[src/rtl/fifo_storage_core.sv]
// ---------------------------------------------------------------------------
// fifo_storage_core
//
// Purpose:
//   Single-clock FIFO storage core. Holds DEPTH = 2**ADDR_WIDTH words of
//   DATA_WIDTH bits in a non-reset array. Pointers are ADDR_WIDTH+1 bits wide
//   so full and empty can be told apart. Reads have one cycle of latency and
//   a registered output. Overflow and underflow attempts set sticky error
//   flags. All status flags are decoded from the registered pointers only.
//
// Optional feature:
//   FIFO_ALMOST_FLAGS_EN - when defined, o_almost_full and o_almost_empty
//   are decoded from the occupancy. When undefined, both ports are tied to 0.
//
// Ports:
//   i_clk          - clock; all state updates on its rising edge
//   i_rest         - asynchronous active-low reset
//   i_wen_ctrl     - write request from the upstream write-control stage
//   i_wdata        - write data, sampled together with i_wen_ctrl
//   i_ren_ctrl     - read request from the downstream consumer
//   o_rdata        - registered read data; holds its value between reads
//   o_rvalid       - o_rdata holds a newly read word this cycle
//   o_full         - occupancy equals DEPTH
//   o_empty        - occupancy equals 0
//   o_count        - current occupancy, 0..DEPTH
//   o_ovf_err      - sticky: write request seen while full
//   o_udf_err      - sticky: read request seen while empty
//   o_almost_full  - occupancy >= DEPTH-1 (only when the feature is enabled)
//   o_almost_empty - occupancy <= 1 (only when the feature is enabled)
// ---------------------------------------------------------------------------
module fifo_storage_core #(
   parameter int DATA_WIDTH = 8,
   parameter int ADDR_WIDTH = 4
) (
   input  logic                  i_clk,
   input  logic                  i_rest,
   input  logic                  i_wen_ctrl,
   input  logic [DATA_WIDTH-1:0] i_wdata,
   input  logic                  i_ren_ctrl,
   output logic [DATA_WIDTH-1:0] o_rdata,
   output logic                  o_rvalid,
   output logic                  o_full,
   output logic                  o_empty,
   output logic [ADDR_WIDTH:0]   o_count,
   output logic                  o_ovf_err,
   output logic                  o_udf_err,
   output logic                  o_almost_full,
   output logic                  o_almost_empty
);

   localparam int DEPTH = 1 << ADDR_WIDTH;

   logic [DATA_WIDTH-1:0] r_mem [DEPTH];
   logic [ADDR_WIDTH:0]   r_wptr;
   logic [ADDR_WIDTH:0]   r_rptr;
   logic [DATA_WIDTH-1:0] r_rdata_p1;
   logic                  r_vld_p1;
   logic                  r_ovf_err;
   logic                  r_udf_err;

   logic                  w_full;
   logic                  w_empty;
   logic [ADDR_WIDTH:0]   w_count;
   logic                  w_wr_acc;
   logic                  w_rd_acc;

   // Full: same array slot, opposite lap (MSB differs). Empty: identical.
   assign w_full  = (r_wptr[ADDR_WIDTH] != r_rptr[ADDR_WIDTH]) &&
                    (r_wptr[ADDR_WIDTH-1:0] == r_rptr[ADDR_WIDTH-1:0]);
   assign w_empty = (r_wptr == r_rptr);
   assign w_count = r_wptr - r_rptr;

   // Accept decisions use the registered flags only, so a write into a full
   // FIFO is dropped even if a read frees a slot on the same edge, and a read
   // from an empty FIFO never bypasses a same-cycle write. The i_rest term
   // keeps the non-reset array from being written on an edge seen in reset.
   assign w_wr_acc = i_rest & i_wen_ctrl & ~w_full;
   assign w_rd_acc = i_ren_ctrl & ~w_empty;

   // Storage array: intentionally not reset.
   always_ff @(posedge i_clk) begin
      if (w_wr_acc) begin
         r_mem[r_wptr[ADDR_WIDTH-1:0]] <= i_wdata;
      end
   end

   // Stage p0 -> p1: pointers, registered read data, valid and sticky errors.
   always_ff @(posedge i_clk or negedge i_rest) begin
      if (!i_rest) begin
         r_wptr     <= '0;
         r_rptr     <= '0;
         r_rdata_p1 <= '0;
         r_vld_p1   <= 1'b0;
         r_ovf_err  <= 1'b0;
         r_udf_err  <= 1'b0;
      end else begin
         r_vld_p1 <= w_rd_acc;
         if (w_wr_acc) begin
            r_wptr <= r_wptr + 1'b1;
         end
         if (w_rd_acc) begin
            r_rptr     <= r_rptr + 1'b1;
            r_rdata_p1 <= r_mem[r_rptr[ADDR_WIDTH-1:0]];
         end
         if (i_wen_ctrl && w_full) begin
            r_ovf_err <= 1'b1;
         end
         if (i_ren_ctrl && w_empty) begin
            r_udf_err <= 1'b1;
         end
      end
   end

   assign o_rdata   = r_rdata_p1;
   assign o_rvalid  = r_vld_p1;
   assign o_full    = w_full;
   assign o_empty   = w_empty;
   assign o_count   = w_count;
   assign o_ovf_err = r_ovf_err;
   assign o_udf_err = r_udf_err;

`ifdef FIFO_ALMOST_FLAGS_EN
   assign o_almost_full  = (w_count >= (ADDR_WIDTH+1)'(DEPTH - 1));
   assign o_almost_empty = (w_count <= (ADDR_WIDTH+1)'(1));
`else
   assign o_almost_full  = 1'b0;
   assign o_almost_empty = 1'b0;
`endif

endmodule

[config.mk]
export PLATFORM = sky130hd
export DESIGN_NAME = fifo_storage_core
export DESIGN_NICKNAME = d
export VERILOG_FILES = /design/src/rtl/fifo_storage_core.sv
export SDC_FILE = /design/constraint.sdc
export NUM_CORES = 1
export LEC_CHECK = 0
export ABC_AREA = 0
export ABC_CLOCK_PERIOD_IN_PS = 2700
export CORE_MARGIN = 10
export CORE_UTILIZATION = 35
export CTS_CLUSTER_SIZE = 40
export DETAILED_ROUTE_END_ITERATION = 8
export PLACE_DENSITY = 0.48
export REMOVE_ABC_BUFFERS = 1
export SETUP_SLACK_MARGIN = 0.3
export SLEW_MARGIN = 20
export SYNTH_ARGS = -nofsm -noshare
export SYNTH_HDL_FRONTEND = slang
export SYNTH_SLANG_ARGS = --single-unit
[constraint.sdc]
create_clock -name i_clk -period 2.7 [get_ports i_clk]
set_input_delay 0.81 -clock i_clk [delete_from_list [all_inputs] [get_ports i_clk]]
set_output_delay 0.81 -clock i_clk [all_outputs]
set_load 0.03 [all_outputs]
Word-level counts from Yosys, hierarchy flattened
Memory sizes are Yosys's and may differ from the RTL's. A register that Yosys moved wholly into a read port is not among the register bits.
Cells that the tools add are included.
W data, S select, Z words.
{"block": "word_totals", "regBits": 13, "ramBits": 128, "input_bits": 12, "output_inout_bits": 20, "wordCells": 23, "n_memories": 1}
{"block": "op_classes", "n_addsub": 3, "eq_ne": 3, "mux": 2, "bitwise": 5, "n_reduce_logical": 4}
{"name": "r_mem", "depth": 16, "width": 8, "rd": 1, "rd_clocked_by_memory_dff": 1, "write_ports": 1, "line": "53", "rtl": "logic [DATA_WIDTH-1:0] r_mem [DEPTH];"}
{"cell": "$add A5 B1 Y5 const B", "n": 2}
{"cell": "$eq A5 B5 Y1", "n": 1}
{"cell": "$sub A5 B5 Y5", "n": 1}
{"cell": "$eq A4 B4 Y1", "n": 1}
{"cell": "$and A1 B1 Y1", "n": 3}
{"cell": "$logic_and A1 B1 Y1", "n": 3}
{"cell": "$mux W1", "n": 2}
{"cell": "$not A1 Y1", "n": 2}
{"cell": "$logic_not A1 Y1", "n": 1}
{"cell": "$ne A1 B1 Y1", "n": 1}

Longest topological paths before layout
{"block": "logic_depth", "depth_word": 6, "mapped_depth": 9, "depth_no_buf": 7}

Worst setup path before layout
No wires, ideal clock.
{"block": "synth_timing", "path_kind": "flip-flop to output port", "from": "register r_rptr[1]", "to": "output port o_count[4]", "t_arrival_ns": 1.783, "required_ns": 1.890, "setup_slack_ns": 0.107, "stages_incl_launch_ff": 8, "path_buffers": 2, "cell_sequence": "dfrtp_1 -> buf_2 -> buf_8 -> inv_1 -> fa_1 -> a21o_1 -> a21oi_1 -> xnor2_1"}
{"block": "synth_between", "elab_chain_len": 1}
{"item": "from (decl)", "line": "55", "rtl": "logic [ADDR_WIDTH:0] r_rptr;"}
{"item": "from (signal assigned)", "line": "102", "rtl": "r_rptr <= r_rptr + 1'b1;"}
{"item": "$sub A5 B5 Y5", "line": "71", "rtl": "assign w_count = r_wptr - r_rptr;"}
{"item": "to (decl)", "line": "44", "rtl": "output logic [ADDR_WIDTH:0] o_count,"}
Every way passes these cells.

Final worst setup path
{"block": "layout_timing", "from": "register r_wptr[0]", "to": "output port o_count[4]"}
{"block": "layout_between", "elab_chain_len": 1}
{"item": "from (decl)", "line": "54", "rtl": "logic [ADDR_WIDTH:0] r_wptr;"}
{"item": "from (signal assigned)", "line": "99", "rtl": "r_wptr <= r_wptr + 1'b1;"}
{"item": "$sub A5 B5 Y5", "line": "71"}
Every way passes these cells.

==> summary.md <==
| Metric | Value |
|---|---|
| R2r endpoint | `r_mem[4][6]` |
| Met2 Use GR | `0.1826` |
| Status | `finished, violations left` |
| Rows | `48` |
| Max-slew headroom | `0.4478` |
| M3 GR Usage | `0.02851` |
| Cells after Synth | `340` |
| Async S/R FF share, synth | `0.1409` |
| Crit Path Category | `reg -> out` |
| Clk sinks | `149` |
| Final Setup Violations | `2` |
| RSZ-0062 raised after global routing | `yes` |
| Max cap viols | `0` |
| Crit start category | `flop` |
| Min-delay src | `o_udf_err` |
| Static Leak | `0.002692 µW` |
| First-pass GRT wire length | `between 20,000 and 25,000 µm` |
| DP HPWL | `8727 µm` |
| Mean post-synth cell area | `approximately 18 µm²` |
| Mapped Area | `0.006095 mm²` |
| Final period utilization | `1.059` |
| Failing checks | `setup timing` |
| Placer Congestion | `0.7408` |
| Critical Path RT | `~1.9 ns` |
| Router iterations before antenna repair | `4` |
| Critical Path End Type | `output pin` |
| Die Footprint | `around 0.023 mm²` |
| Fraction of layout cells with a size suffix above 1 | `0.2459` |
| WP data arrival | `2.05 ns` |
| Global-route usage over all layers | `0.1166` |
| Critical path fanouts, max | `2` |
| Final Hold Vio Count | `0` |
| Io pins | `32` |
| Drt initial violations | `around 200` |
| Ys Warns | `0` |
| Pins Over Slew Limit | `0` |
| DR DRC count | `0` |
| Post-route ant nets | `0` |
| Gr ovfl total | `0` |
| GR peak layer | `met2` |
| Total number of vias | `roughly 3,200` |
| Fill cells | `approximately 1,500` |
| N_diodes | `0` |
| Layout Nets | `approximately 440` |
| Vias in the first global route | `3,430` |
| R2r setup slk | `0.47 ns` |
| Count of input and output buffers | `29` |
| Number of synthesized flops with an enable pin | `around 130` |
| HP Class | `reg -> reg` |
| Htree depth | `4` |
| Hold EP | `o_udf_err` |
| Power density cells | `around 1100 mW/mm²` |
| Reg2Reg Depth | `7` |
| Final instance area | `0.007577 mm²` |
| #FFs+latches synth | `149` |
| Starting density of the core | `0.3548` |
| CTS tree | `yes` |
| Main synth FF type | `edfxtp_1` |
| Max Freq | `0.3497 GHz` |
| Core area | `around 0.017 mm²` |
| Total CTS buffers | `17` |
| Drt total wl | `roughly 13,000 µm` |
| Met1 Resource Use GR | `0.1508` |
| Routed wire per std cell | `19.82 µm` |
| Worst-margin pin slew | `between 0.8 and 0.9 ns` |
| Max VDD drop | `roughly 0.64 mV` |
| Worst R2R Start | `r_rptr[2]` |
| Final setup margin | `-0.1594 ns` |
| Tmin final | `~2.9 ns` |
| Die H | `between 150 and 200 µm` |
| CTS root buf | `clkbuf_16` |
| Clock buffer depth | `2` |
| Sequential share of the synthesized area | `0.7169` |
| Clock skew | `0.006594 ns` |
| Worst Hold Depth | `1` |
| Initial antenna violation count | `0` |
| Clock Latency Late Sink | `about 0.42 ns` |
| Synth cell types | `35` |
| Clock-pin slew of the registers on the worst-case setup and hold paths | `0.06 ns` |
| Via density | `about 4.8` |
| Setup TNS Final | `-0.2348 ns` |
| Die Width | `roughly 150 µm` |
| DP Area | `roughly 0.0068 mm²` |
| Largest net degree at the start of global routing | `51` |
| Worst Setup SP | `r_wptr[0]` |
| Layout area overhead | `24.33%` |
through the flow:
stage | power (µW) | util | hold WS, ns | std cells | setup WS (ns)
finish | 8456 | 0.4411 | 0.4587 | 652 | -0.1594
global route | 8909 | 0.4411 | 0.4716 | 652 | -0.2312
CTS | 8526 | 0.4395 | 0.4610 | 649 | -0.1428
detailed placement | 5909 | 0.3982 | 0.4476 | 609 | 0.08008
global placement | 5909 | 0.3982 | 0.4400 | 609 | 0.09188
floorplan | 4832 | - | 0.5144 | 324 | -1.097
worst max path at each step:
stage	to	slack (ns)	cells past startpoint
6_report	o_count[4]	-0.16	8
5_1_grt	o_count[4]	-0.23	8
4_1_cts	o_count[4]	-0.14	8
3_5_place_dp	r_mem[4][4]	0.08	6
3_3_place_gp	r_mem[6][4]	0.09	6
2_1_floorplan	o_count[4]	-1.10	5
logic make-up after synthesis:
| family | count (synthesis) | synth area share |
|---|---|---|
| buffers and inverters | 24 | 0.03059 |
| muxes | 48 | 0.1160 |
| adders and majority gates | 10 | 0.02176 |
| xor gates and xnor gates | 13 | 0.01991 |
| and+or+nand+nor | 53 | 0.04886 |
| AOI/OAI and AO/OA | 42 | 0.04537 |
| DFF | 149 | 0.7169 |
| other | 1 | 0.0006153 |
report_power, final:
group | internal [µW] | switching [µW] | total [µW]
Clock | 1440 | 921 | 2360
Combinational | 1400 | 1760 | 3160
Sequential | 2760 | 170 | 2930
Total | 5610 | 2850 | 8460
area by class of cell:
cell class	instances	area, µm²	share of cell area
Sequential cell	149	4373	0.5771
Multi-Input combinational cell	168	1598	0.2109
Timing Repair Buffer	71	708.2	0.09346
Clock buffer	18	429.2	0.05664
Tap cell	225	281.5	0.03715
Clock inverter	14	158.9	0.02097
Inverter	7	28.78	0.003798
layout by cell type, fill, tap and decap left out, types with 5 or more instances in the layout:
cell | Yosys | final
a22oi_1 | 8 | 8
a31oi_1 | 8 | 8
and2_1 | 12 | 12
and4_1 | 5 | 5
buf_12 | 0 | 9
buf_4 | 3 | 38
clkbuf_16 | 0 | 17
clkdlybuf4s50_1 | 0 | 22
dfrtp_1 | 21 | 18
edfxtp_1 | 128 | 128
ha_1 | 9 | 5
mux2i_1 | 32 | 32
mux4_1 | 7 | 7
mux4_2 | 9 | 9
nand2_1 | 5 | 5
nor2_1 | 20 | 18
o22ai_1 | 16 | 16
xnor2_1 | 8 | 8
sequential cells by signal, indices dropped and copies added (netlist names):
signal and count:
r_mem 128, o_rdata 8, r_rptr 5, r_wptr 5
o_ovf_err 1, o_rvalid 1, o_udf_err 1
repair_timing:
action	in CTS	in global routing
hold buffers	0	0
gates resized for setup	16	2
setup buffers	8	3
pin swaps	9	1
endpoints found under the setup margin	6	6
critical path, stage by stage, from the launching register on:
cell and delay [ns]:
dfrtp_1 0.40, inv_2 0.08, ha_4 0.12, inv_2 0.04, fa_2 0.36, a21o_1 0.17
a21oi_2 0.13, xnor2_1 0.14, buf_4 0.19
per-layer routing:
layer	vias to the layer above	share of wire
met5	-	0
met4	0	0.017
met3	14	0.027
met2	43	0.49
met1	1609	0.46
li1	1487	-
cell usage after synthesis (2+ instances only):
cell        n  area, µm²
nand3b_2    2      22.52
a31oi_1     8      50.05
mux4_1      7      183.9
xnor2_1     8      70.07
clkbuf_8    2      27.53
edfxtp_1  128       3844
nand2_1     5      18.77
and3b_1     2      17.52
mux2i_1    32      320.3
a21o_1      4      30.03
ha_1        9      112.6
buf_2       4      20.02
buf_8       2      30.03
dfrtp_1    21      525.5
o22ai_1    16      100.1
buf_6       5      56.30
nand4_1     4      25.02
xor2_1      4      35.03
and2_1     12      75.07
buf_4       3      22.52
o21ai_0     2      10.01
and4_1      5      43.79
a22oi_1     8      60.06
nor2_1     20      75.07
a21oi_1     3      15.01
inv_1       7      26.28
mux4_2      9      202.7
Note: power is estimated with default switching activity, not from simulation.
